--- src/rtl/latency_memory_model_latency_ctr.sv ---
// Latency counter: counts cycles since request acceptance, flags the cycle before completion.
// Latency: done is combinational from the count; load/clear take effect on the next edge.
// Backpressure: none; the owning FSM decides when to load, hold or clear.
module latency_ctr #(
    parameter int CW = 16
) (
    input  logic          clock,
    input  logic          reset,
    input  logic          load,
    input  logic          clear,
    input  logic [CW-1:0] target,
    output logic          done,
    output logic          busy
);

    logic [CW-1:0] cnt_q, cnt_d;
    logic          busy_q, busy_d;

    // The acceptance cycle is cycle 0, so the first waiting cycle carries a count of 1.
    assign done = busy_q && ((cnt_q + CW'(1)) == (target - CW'(1)));
    assign busy = busy_q;

    always_comb begin
        cnt_d  = cnt_q;
        busy_d = busy_q;
        if (load) begin
            cnt_d  = CW'(1);
            busy_d = 1'b1;
        end else if (clear) begin
            busy_d = 1'b0;
        end else if (busy_q) begin
            cnt_d = cnt_q + CW'(1);
            if (done) begin
                busy_d = 1'b0;
            end
        end
    end

    always_ff @(posedge clock) begin
        if (reset) begin
            cnt_q  <= '0;
            busy_q <= 1'b0;
        end else begin
            cnt_q  <= cnt_d;
            busy_q <= busy_d;
        end
    end

endmodule

--- config.mk ---
export PLATFORM = sky130hd
export DESIGN_NAME = latency_ctr
export DESIGN_NICKNAME = d
export VERILOG_FILES = /design/src/rtl/latency_memory_model_latency_ctr.sv
export SDC_FILE = /design/constraint.sdc
export NUM_CORES = 1
export LEC_CHECK = 0
export BUFFER_PORTS_ARGS = -buffer_cell sky130_fd_sc_hd__buf_2
export CORE_UTILIZATION = 25
export CTS_CLUSTER_DIAMETER = 200
export DETAILED_ROUTE_END_ITERATION = 8
export GPL_ROUTABILITY_DRIVEN = 0
export GPL_TIMING_DRIVEN = 0
export PLACE_DENSITY_LB_ADDON = 0.08
export SLEW_MARGIN = 20
export SYNTH_ARGS = -nofsm -noshare
export SYNTH_HDL_FRONTEND = slang
export SYNTH_SLANG_ARGS = --single-unit
--- constraint.sdc ---
create_clock -name clock -period 2.7 [get_ports clock]
set_clock_uncertainty 0.05 [all_clocks]
set_input_delay 0.27 -clock clock [delete_from_list [all_inputs] [get_ports clock]]
set_output_delay 0.27 -clock clock [all_outputs]
set_load 0.01 [all_outputs]
==> results of run 1 <==
## cell families after synthesis
kind of cell / Yosys count
adder cells (fa/ha/maj): 2
multiplexers: 2
buffers and inverters: 8
flip-flops: 17
AO/OA/AOI/OAI: 19
AND/OR/NAND/NOR: 91
XOR/XNOR: 47
## power groups by stage
stage / Combinational, mW / Sequential [mW] / Clock, mW
after CTS: 0.112 / 0.258 / 0.199
final: 0.116 / 0.258 / 0.189
after floorplan: 0.0606 / 0.262 / 0
after detailed placement: 0.0981 / 0.263 / 0
after global routing: 0.126 / 0.259 / 0.209
after global placement: 0.0965 / 0.263 / 0
## per-stage QoR
step                hold slack, ns  area, sq um  setup slack [ns]  std cells
floorplan                   0.2924         1449            0.1987        186
global placement            0.4088         1644           -0.2781        279
detailed placement          0.4118         1644           -0.2557        279
CTS                         0.1330         1901          -0.08094        294
global route                0.1370         1968           -0.1938        294
finish                      0.1472         1968          -0.06269        294
## critical path, delay by kind of cell
family	cells	cell delay [ns]
and+or+nand+nor	5	1.79
buffers and inverters	2	0.23
AOI/OAI and AO/OA	1	0.15
## Yosys cell counts (2+ instances only)
| cell type | instances | share of area (%) |
|---|---|---|
| ha_1 | 2 | 1.7 |
| or3_1 | 10 | 4.3 |
| xnor2_1 | 33 | 20 |
| nand2b_1 | 3 | 1.3 |
| or4_4 | 2 | 1.6 |
| xor2_1 | 13 | 7.9 |
| a21oi_1 | 7 | 2.4 |
| nor4_1 | 6 | 2.6 |
| o21ai_0 | 6 | 2.1 |
| nor3_1 | 10 | 3.5 |
| nand4_1 | 3 | 1.3 |
| dfxtp_1 | 17 | 23 |
| nor3b_1 | 2 | 1.0 |
| nor2_1 | 21 | 5.4 |
| nand3_1 | 9 | 3.1 |
| clkbuf_1 | 4 | 1.0 |
| mux2i_1 | 2 | 1.4 |
| nand2_1 | 14 | 3.6 |
| inv_1 | 3 | 0.78 |
## cell type report
type / instances / area [sq um] / area share [%]
clock buffers: 4 / 45.04 / 2.289
plain buffers: 4 / 18.77 / 0.9536
repair buffers: 33 / 217.7 / 11.06
well taps: 72 / 90.09 / 4.577
multi-input cells: 161 / 1232 / 62.62
inverters: 3 / 11.26 / 0.5722
flip-flops and latches: 17 / 352.8 / 17.93
## what timing repair did
item | 4_1_cts | 5_1_grt
buffers inserted | 12 | 1
endpoints found under the setup margin | 1 | 2
gates resized for setup | 26 | 17
pin swaps | 7 | 7
## how the worst max path moves through the flow
stage          slack [ns]  startpoint  endpoint
2_1_floorplan        0.20    cnt_q[0]      done
3_5_place_dp        -0.26    cnt_q[0]      done
5_1_grt             -0.19    cnt_q[0]      done
4_1_cts             -0.08   target[6]      done
6_report            -0.06   target[4]      done
3_3_place_gp        -0.28    cnt_q[0]      done
## per-layer routing
layer | wire [um] | vias to the layer above
li1 | - | 729
met1 | 1921 | 658
met2 | 1949 | 26
met3 | 120 | 2
met4 | 19 | 0
met5 | 0 | -
## state kept, by name (all words and copies together), names as in the netlist
name   flops
busy       1
cnt_q     16
==> reports/qor.yml, run 1 <==
global_route:
  grt_use_met1_pct: 18.16
  grt_pass1_wl_um: 6596
  antenna_found_initial: 0
  grtUsageMet3_pct: 2.093
  grt.busiest_layer: "met2"
  overflow: 0
  groute.usage.overall_pct: 13.59
  grt_use_met2_pct: 22.98
  first_global_vias: 1369
  grt_max_degree: 11
clock_network:
  cts_tree: "built"
  ctsHoldBuffers: 0
  clockBufferDepth: 2
  clk_latency_ns: 0.25
  clkTransAtPathRegs_ns: 0.06
  cts.sinks: 17
  cts_root_buffer: "clkbuf_8"
  cts_htree_levels: 1
  cts_buffers: 3
routing:
  routedWlPerCell_um: 13.64
  dr.first_iter.drc_count: 43
  routed_wl_um: 4010
  dr.pass1.iters: 4
  remaining_drc_errors: 0
  antenna_left: 0
  vias: 1415
  via_per_inst: 4.813
power:
  leakagePower_nw: 0.6493
  irDropWorstVdd_mv: 0.1096
  p_comb_share_pct: 20.6
  p_per_area_nw_per_um2: 286.3
  fin_total_pwr_uw: 563.4
  p_sw_share_pct: 26.29
  p_clk_share_pct: 33.6
  p_switching_uw: 148.1
  p_int_uw: 415.3
  seqPwrFrac_pct: 45.9
synth:
  synthFlopType: "dfxtp_1"
  syn_avg_cell_area_sq_um: 7.790
  syn_area_sq_um: 1449
  synth_cell_types: 38
  synth-adder-area-share_pct: 1.727
  synth_seq_area_share_pct: 23.49
  syn_nets: 208
  syn_inst: 186
  synthArstFlopShare_pct: 0
  synth_top_family_by_area: "simple AND/OR/NAND/NOR gates"
  synthMuxAreaShare_pct: 1.382
  synth-compound-area-share_pct: 7.513
  synth_edf_count: 0
  synth-xor-area-share_pct: 29.36
  yosys.area_share.simple_pct: 34.37
  yosysWarnings: 0
  ys_seq_elements: 17
critical_path:
  crit_fanout: 6
  cp-end-kind: "primary output"
  cp_slowest_stage_delay_ns: 0.58
  r2r_slack_ns: 0.24
  cp_slowest_cell: "or4_4"
  arrival_ns: 2.44
  worstPathCellList: "buf_6 -> or4_4 -> or4b_4 -> or3_4 -> nand2b_4 -> o21ai_4 -> and3_1 -> buf_2"
  rr_worst_depth: 12
  r2r_start: "cnt_q[0]"
  crit_type: "in -> out"
  r2r-end: "busy"
  start_kind: "input port"
  cp.required_ns: 2.38
timing:
  rsz0062_at_grt: "true"
  final.min_clock_period_ns: 2.763
  setup-violations-final: 1
  tightestPinTransition_ns: 0.4668
  clock.fmax_ghz: 0.3620
  drv_slew: 0
  hold_violations: 0
  period_share_pct: 102.3
  slew_headroom_pct: 68.88
  worst_slack_ns: -0.06269
  tns_ns: -0.06269
hold_path:
  worstHoldPathCells: 2
  worstHoldStart: "reset"
  hold_path_end: "cnt_q[0]"
  hold_path.class: "in -> reg"
floorplanning:
  boundaryPins: 22
  start_util_pct: 26.15
  rows: 27
  die_w_um: 78.13
  fp.dieH_um: 78.13
  core_area_sq_um: 5540
  die_area_sq_um: 6104
layout:
  area_growth_pct: 35.84
  fillCellCount: 603
  mostFrequentLayoutCells: "30 x xnor2_1, 18 x nor2_1, 18 x buf_2, 14 x nand2_1, 13 x xor2_1"
  final_util_pct: 35.52
  drive_above_1_share_pct: 31.53
  nets: 245
  num_antenna_cells: 0
  final_common_cell: "xnor2_1"
outcome:
  status: "finished with violations"
  violations: "negative setup slack"
place:
  dp_hpwl_um: 3038
  io_buffer_count: 21
job:
  maxCapViolCount: 0
No activity file was read; power rests on OpenSTA's default activity.
==> run 2: changes to the inputs <==
Settings changed: PLACE_DENSITY set to 0.43, PLACE_DENSITY_LB_ADDON 0.08 to not set.
==> reports/qor.yml, run 2 (synthesized netlist as in run 1, its figures left out) <==
layout:
  largest_reg_flops: 16  # unchanged
  area_growth_pct: 30.92
  nets: 241  # -1.6%
  regMostFlops: "cnt_q"
  fillCellCount: 627  # +4.0%
  drive_above_1_share_pct: 27.98  # -3.5 points
  final_common_cell: "xnor2_1"
  fin_area_sq_um: 1897  # -3.6%
  mostFrequentLayoutCells: "32 x xnor2_1, 19 x nor2_1, 19 x buf_2, 14 x nand2_1, 13 x xor2_1"
  num_antenna_cells: 0  # unchanged
  final_util_pct: 34.24  # -1.3 points
timing:
  worst_slack_ns: -0.08676  # -0.02407 ns
  whs_ns: 0.1461  # -0.001094 ns
  period_share_pct: 103.2  # +0.89 points
  clock.fmax_ghz: 0.3588  # -0.86%
  hold_violations: 0  # unchanged
  drv_slew: 0  # unchanged
  setup-violations-final: 1  # unchanged
  tightestPinTransition_ns: 0.4433  # -0.02348 ns
  rsz0062_at_grt: "true"
  slew_headroom_pct: 70.44  # +1.6 points
  final.min_clock_period_ns: 2.787  # +0.02407 ns
global_route:
  overflow: 0  # unchanged
  first_global_vias: 1322  # -3.4%
  grt_pass1_wl_um: 6486  # -1.7%
  groute.usage.overall_pct: 13.39  # -0.20 points
  grt_max_degree: 11  # unchanged
  antenna_found_initial: 0  # unchanged
critical_path:
  cp-end-kind: "primary output"
  arrival_ns: 2.47  # +0.03 ns
  start_kind: "input port"
  cp.required_ns: 2.38  # about the same
  crit_fanout: 6  # unchanged
  crit_type: "in -> out"
  rr_worst_depth: 10  # -2
clock_network:
  clockBufferDepth: 2  # unchanged
  clkTransAtPathRegs_ns: 0.07  # about the same
  cts_buffers: 3  # unchanged
  clk_latency_ns: 0.25  # about the same
  cts_tree: "built"
  cts_htree_levels: 1  # unchanged
  cts_root_buffer: "clkbuf_8"
  cts.sinks: 17  # unchanged
routing:
  routedWlPerCell_um: 12.92  # -5.3%
  vias: 1363  # -3.7%
  routed_wl_um: 3746  # -6.6%
  dr.first_iter.drc_count: 50  # +16%
  antenna_left: 0  # unchanged
  remaining_drc_errors: 0  # unchanged
  via_per_inst: 4.700  # -2.3%
  dr.pass1.iters: 4  # unchanged
job:
  maxCapViolCount: 0  # unchanged
power:
  fin_total_pwr_uw: 553.3  # -1.8%
  p_per_area_nw_per_um2: 291.7  # +1.9%
  leakagePower_nw: 0.6180  # -4.8%
  irDropWorstVdd_mv: 0.1212  # +11%
outcome:
  status: "finished with violations"
  violations: "negative setup slack"
floorplanning:
  die_area_sq_um: 6104  # unchanged
  die_w_um: 78.13  # unchanged
  start_util_pct: 26.15  # unchanged
  core_area_sq_um: 5540  # unchanged
  boundaryPins: 22  # unchanged
  rows: 27  # unchanged
  fp.dieH_um: 78.13  # unchanged
hold_path:
  worstHoldPathCells: 2  # unchanged
  hold_path.class: "in -> reg"
place:
  io_buffer_count: 21  # unchanged
  dp_hpwl_um: 2953  # -2.8%
  place_area_sq_um: 1644  # unchanged
run 2: cell types whose count changed in the layout (fill, tap and decap cells not counted), sizes merged:
| cell | delta |
|---|---|
| buf | -4 |
run 2: routing by layer:
metal  share of wire (%)  vias to the layer above  GRT usage, %
li1                    -                      727             -
met4                 1.3                        0         3.889
met3                 2.3                        5        0.8140
met1                  51                      610         19.27
met2                  46                       21         21.32
met5                   0                        -             0
run 2: power by group:
group	switching [mW]	internal, mW	total [mW]
clock network	0.0856	0.105	0.190
registers	0.00474	0.251	0.256
logic	0.0542	0.0529	0.107
total	0.145	0.409	0.553
run 2: worst paths after layout:
kind / from / endpoint / slack, ns
setup / recovery: target[6] / done / -0.09
hold / removal: reset / cnt_q[0] / 0.15
setup reg to reg: cnt_q[0] / busy / 0.47
hold reg to reg: cnt_q[1] / cnt_q[1] / 0.45
run 2: what timing repair did:
action	CTS	global route
hold buffers	0	0
gates cloned	0	0
setup buffers	7	1
pin swaps	5	4
gates resized for setup	23	14
setup endpoints to repair	1	1
run 2: stage by stage:
stage | TNS [ns] | setup slack, ns | instances
global route | -0.1551 | -0.1551 | 290
CTS | -0.08184 | -0.08184 | 289
floorplan | 0 | 0.1987 | 186
detailed placement | -0.2027 | -0.2027 | 279
finish | -0.08676 | -0.08676 | 290
global placement | -0.2894 | -0.2894 | 279
run 2: layout make-up:
| class | count | area, sq um | share of cell area, % |
|---|---|---|---|
| Buffer | 4 | 18.77 | 0.9894 |
| Clock buffer | 4 | 45.04 | 2.375 |
| Inverter | 3 | 11.26 | 0.5937 |
| Multi-Input combinational cell | 161 | 1195 | 62.99 |
| Sequential cell | 17 | 359.1 | 18.93 |
| Tap cell | 72 | 90.09 | 4.749 |
| Timing Repair Buffer | 29 | 177.7 | 9.367 |
run 2: worst max-delay path, stage by stage:
cell and delay [ns]:
buf_6 0.09, or4_4 0.57, or4b_4 0.54, or3_4 0.41, nand2b_4 0.15, o21ai_4 0.14
and3_1 0.16, buf_2 0.12
==> run 3: changes to the inputs <==
Settings changed: SKIP_CTS_REPAIR_TIMING set to 1.
==> reports/qor.yml, run 3 (synthesized netlist as in run 1, its figures left out) <==
outcome:
  status: "finished with violations"
  violations: "negative setup slack"
critical_path:
  start_kind: "input port"
  crit_type: "in -> out"
  crit_fanout: 6  # unchanged
  cp.required_ns: 2.38  # about the same
  cp-end-kind: "primary output"
  r2r_slack_ns: 0.49  # +0.02 ns
  crit_start: "target[7]"
  arrival_ns: 2.47  # about the same
  r2r_start: "cnt_q[0]"
layout:
  largest_reg_flops: 16  # unchanged
  num_antenna_cells: 0  # unchanged
  regMostFlops: "cnt_q"
  mostFrequentLayoutCells: "33 x xnor2_1, 21 x buf_2, 19 x nor2_1, 14 x nand2_1, 13 x xor2_1"
  fillCellCount: 621  # -0.96%
  area_growth_pct: 25.91
  nets: 238  # -1.2%
  final_common_cell: "xnor2_1"
  drive_above_1_share_pct: 24.65  # -3.3 points
timing:
  period_share_pct: 103.5  # +0.26 points
  rsz0062_at_grt: "true"
  clock.fmax_ghz: 0.3579  # -0.25%
  hold_violations: 0  # unchanged
  tightestPinTransition_ns: 0.4455  # +0.002143 ns
  tns_ns: -0.09388  # -0.007119 ns
  setup-violations-final: 1  # unchanged
  whs_ns: 0.1439  # -0.002192 ns
  worst_slack_ns: -0.09388  # -0.007119 ns
  drv_slew: 0  # unchanged
  slew_headroom_pct: 70.30  # -0.14 points
  final.min_clock_period_ns: 2.794  # +0.007118 ns
clock_network:
  cts_htree_levels: 1  # unchanged
  clk_latency_ns: 0.25  # about the same
  cts_root_buffer: "clkbuf_8"
  clockBufferDepth: 2  # unchanged
  clkTransAtPathRegs_ns: 0.07  # about the same
  cts_tree: "built"
  cts.sinks: 17  # unchanged
  cts_buffers: 3  # unchanged
power:
  leakagePower_nw: 0.5809  # -6.0%
  p_int_uw: 405.3  # -0.85%
  irDropWorstVdd_mv: 0.1208  # -0.29%
  p_sw_share_pct: 25.94  # -0.18 points
  p_clk_share_pct: 34.7  # +0.3 points
  p_comb_share_pct: 18.4  # -1.0 points
  p_per_area_nw_per_um2: 300.0  # +2.8%
  seqPwrFrac_pct: 46.9  # +0.6 points
  p_switching_uw: 142.0  # -1.8%
routing:
  antenna_left: 0  # unchanged
  routed_wl_um: 3632  # -3.0%
  via_per_inst: 4.676  # -0.51%
  remaining_drc_errors: 0  # unchanged
  dr.pass1.iters: 4  # unchanged
  dr.first_iter.drc_count: 54  # +8.0%
  vias: 1342  # -1.5%
  routedWlPerCell_um: 12.66  # -2.0%
global_route:
  groute.usage.overall_pct: 12.93  # -0.47 points
  antenna_found_initial: 0  # unchanged
  overflow: 0  # unchanged
  grt_max_degree: 11  # unchanged
  grt_pass1_wl_um: 6251  # -3.6%
  first_global_vias: 1277  # -3.4%
place:
  dp_hpwl_um: 2953  # unchanged
  io_buffer_count: 21  # unchanged
floorplanning:
  die_w_um: 78.13  # unchanged
  fp.dieH_um: 78.13  # unchanged
  core_area_sq_um: 5540  # unchanged
  rows: 27  # unchanged
  start_util_pct: 26.15  # unchanged
  boundaryPins: 22  # unchanged
  die_area_sq_um: 6104  # unchanged
hold_path:
  worstHoldStart: "reset"
  hold_path.class: "in -> reg"
job:
  maxCapViolCount: 0  # unchanged
run 3: cell type report:
| class | count | area [sq um] | share of cell area (%) |
|---|---|---|---|
| buffer | 4 | 18.77 | 1.029 |
| clock buffer | 4 | 45.04 | 2.469 |
| sequential | 17 | 355.3 | 19.48 |
| tap | 72 | 90.09 | 4.938 |
| multi-input combinational | 161 | 1161 | 63.65 |
| inverter | 3 | 11.26 | 0.6173 |
| timing repair buffer | 26 | 142.6 | 7.819 |
run 3: per-layer routing:
metal  track usage (%)  routed length, um  vias to the layer above
li1                  -                  -                      721
met1             18.64               1884                      600
met2             20.44               1630                       17
met3            0.8140                 78                        4
met4             3.889                 39                        0
met5                 0                  0                        -
run 3: worst max-delay path, cell delays in order:
cell	delay [ns]
buf_2	0.13
or4_4	0.55
or4b_4	0.54
or3_4	0.38
nand2b_1	0.16
o21ai_2	0.16
and3_1	0.17
buf_2	0.12
run 3: worst paths after layout:
kind	cells past startpoint	end
max	8	done
min	2	cnt_q[0]
max reg2reg	9	busy
min reg2reg	2	cnt_q[1]
run 3: power by group through the flow:
stage / combinational [mW] / clock [mW] / sequential (mW)
after floorplan: 0.0606 / 0 / 0.262
after global placement: 0.0977 / 0 / 0.263
after detailed placement: 0.0977 / 0 / 0.263
after CTS: 0.0982 / 0.196 / 0.257
after global routing: 0.113 / 0.214 / 0.257
final: 0.101 / 0.190 / 0.257
run 3: stage by stage:
stage,area (sq um),power [mW],util [%],std cells,setup WS [ns]
2_1_floorplan,1449,0.3226,-,186,0.1987
3_3_place_gp,1644,0.3605,29.67,279,-0.2894
3_5_place_dp,1644,0.3605,29.67,279,-0.2027
4_1_cts,1689,0.5513,30.49,283,-0.4837
5_1_grt,1824,0.5839,32.93,287,-0.1974
6_report,1824,0.5473,32.93,287,-0.09388
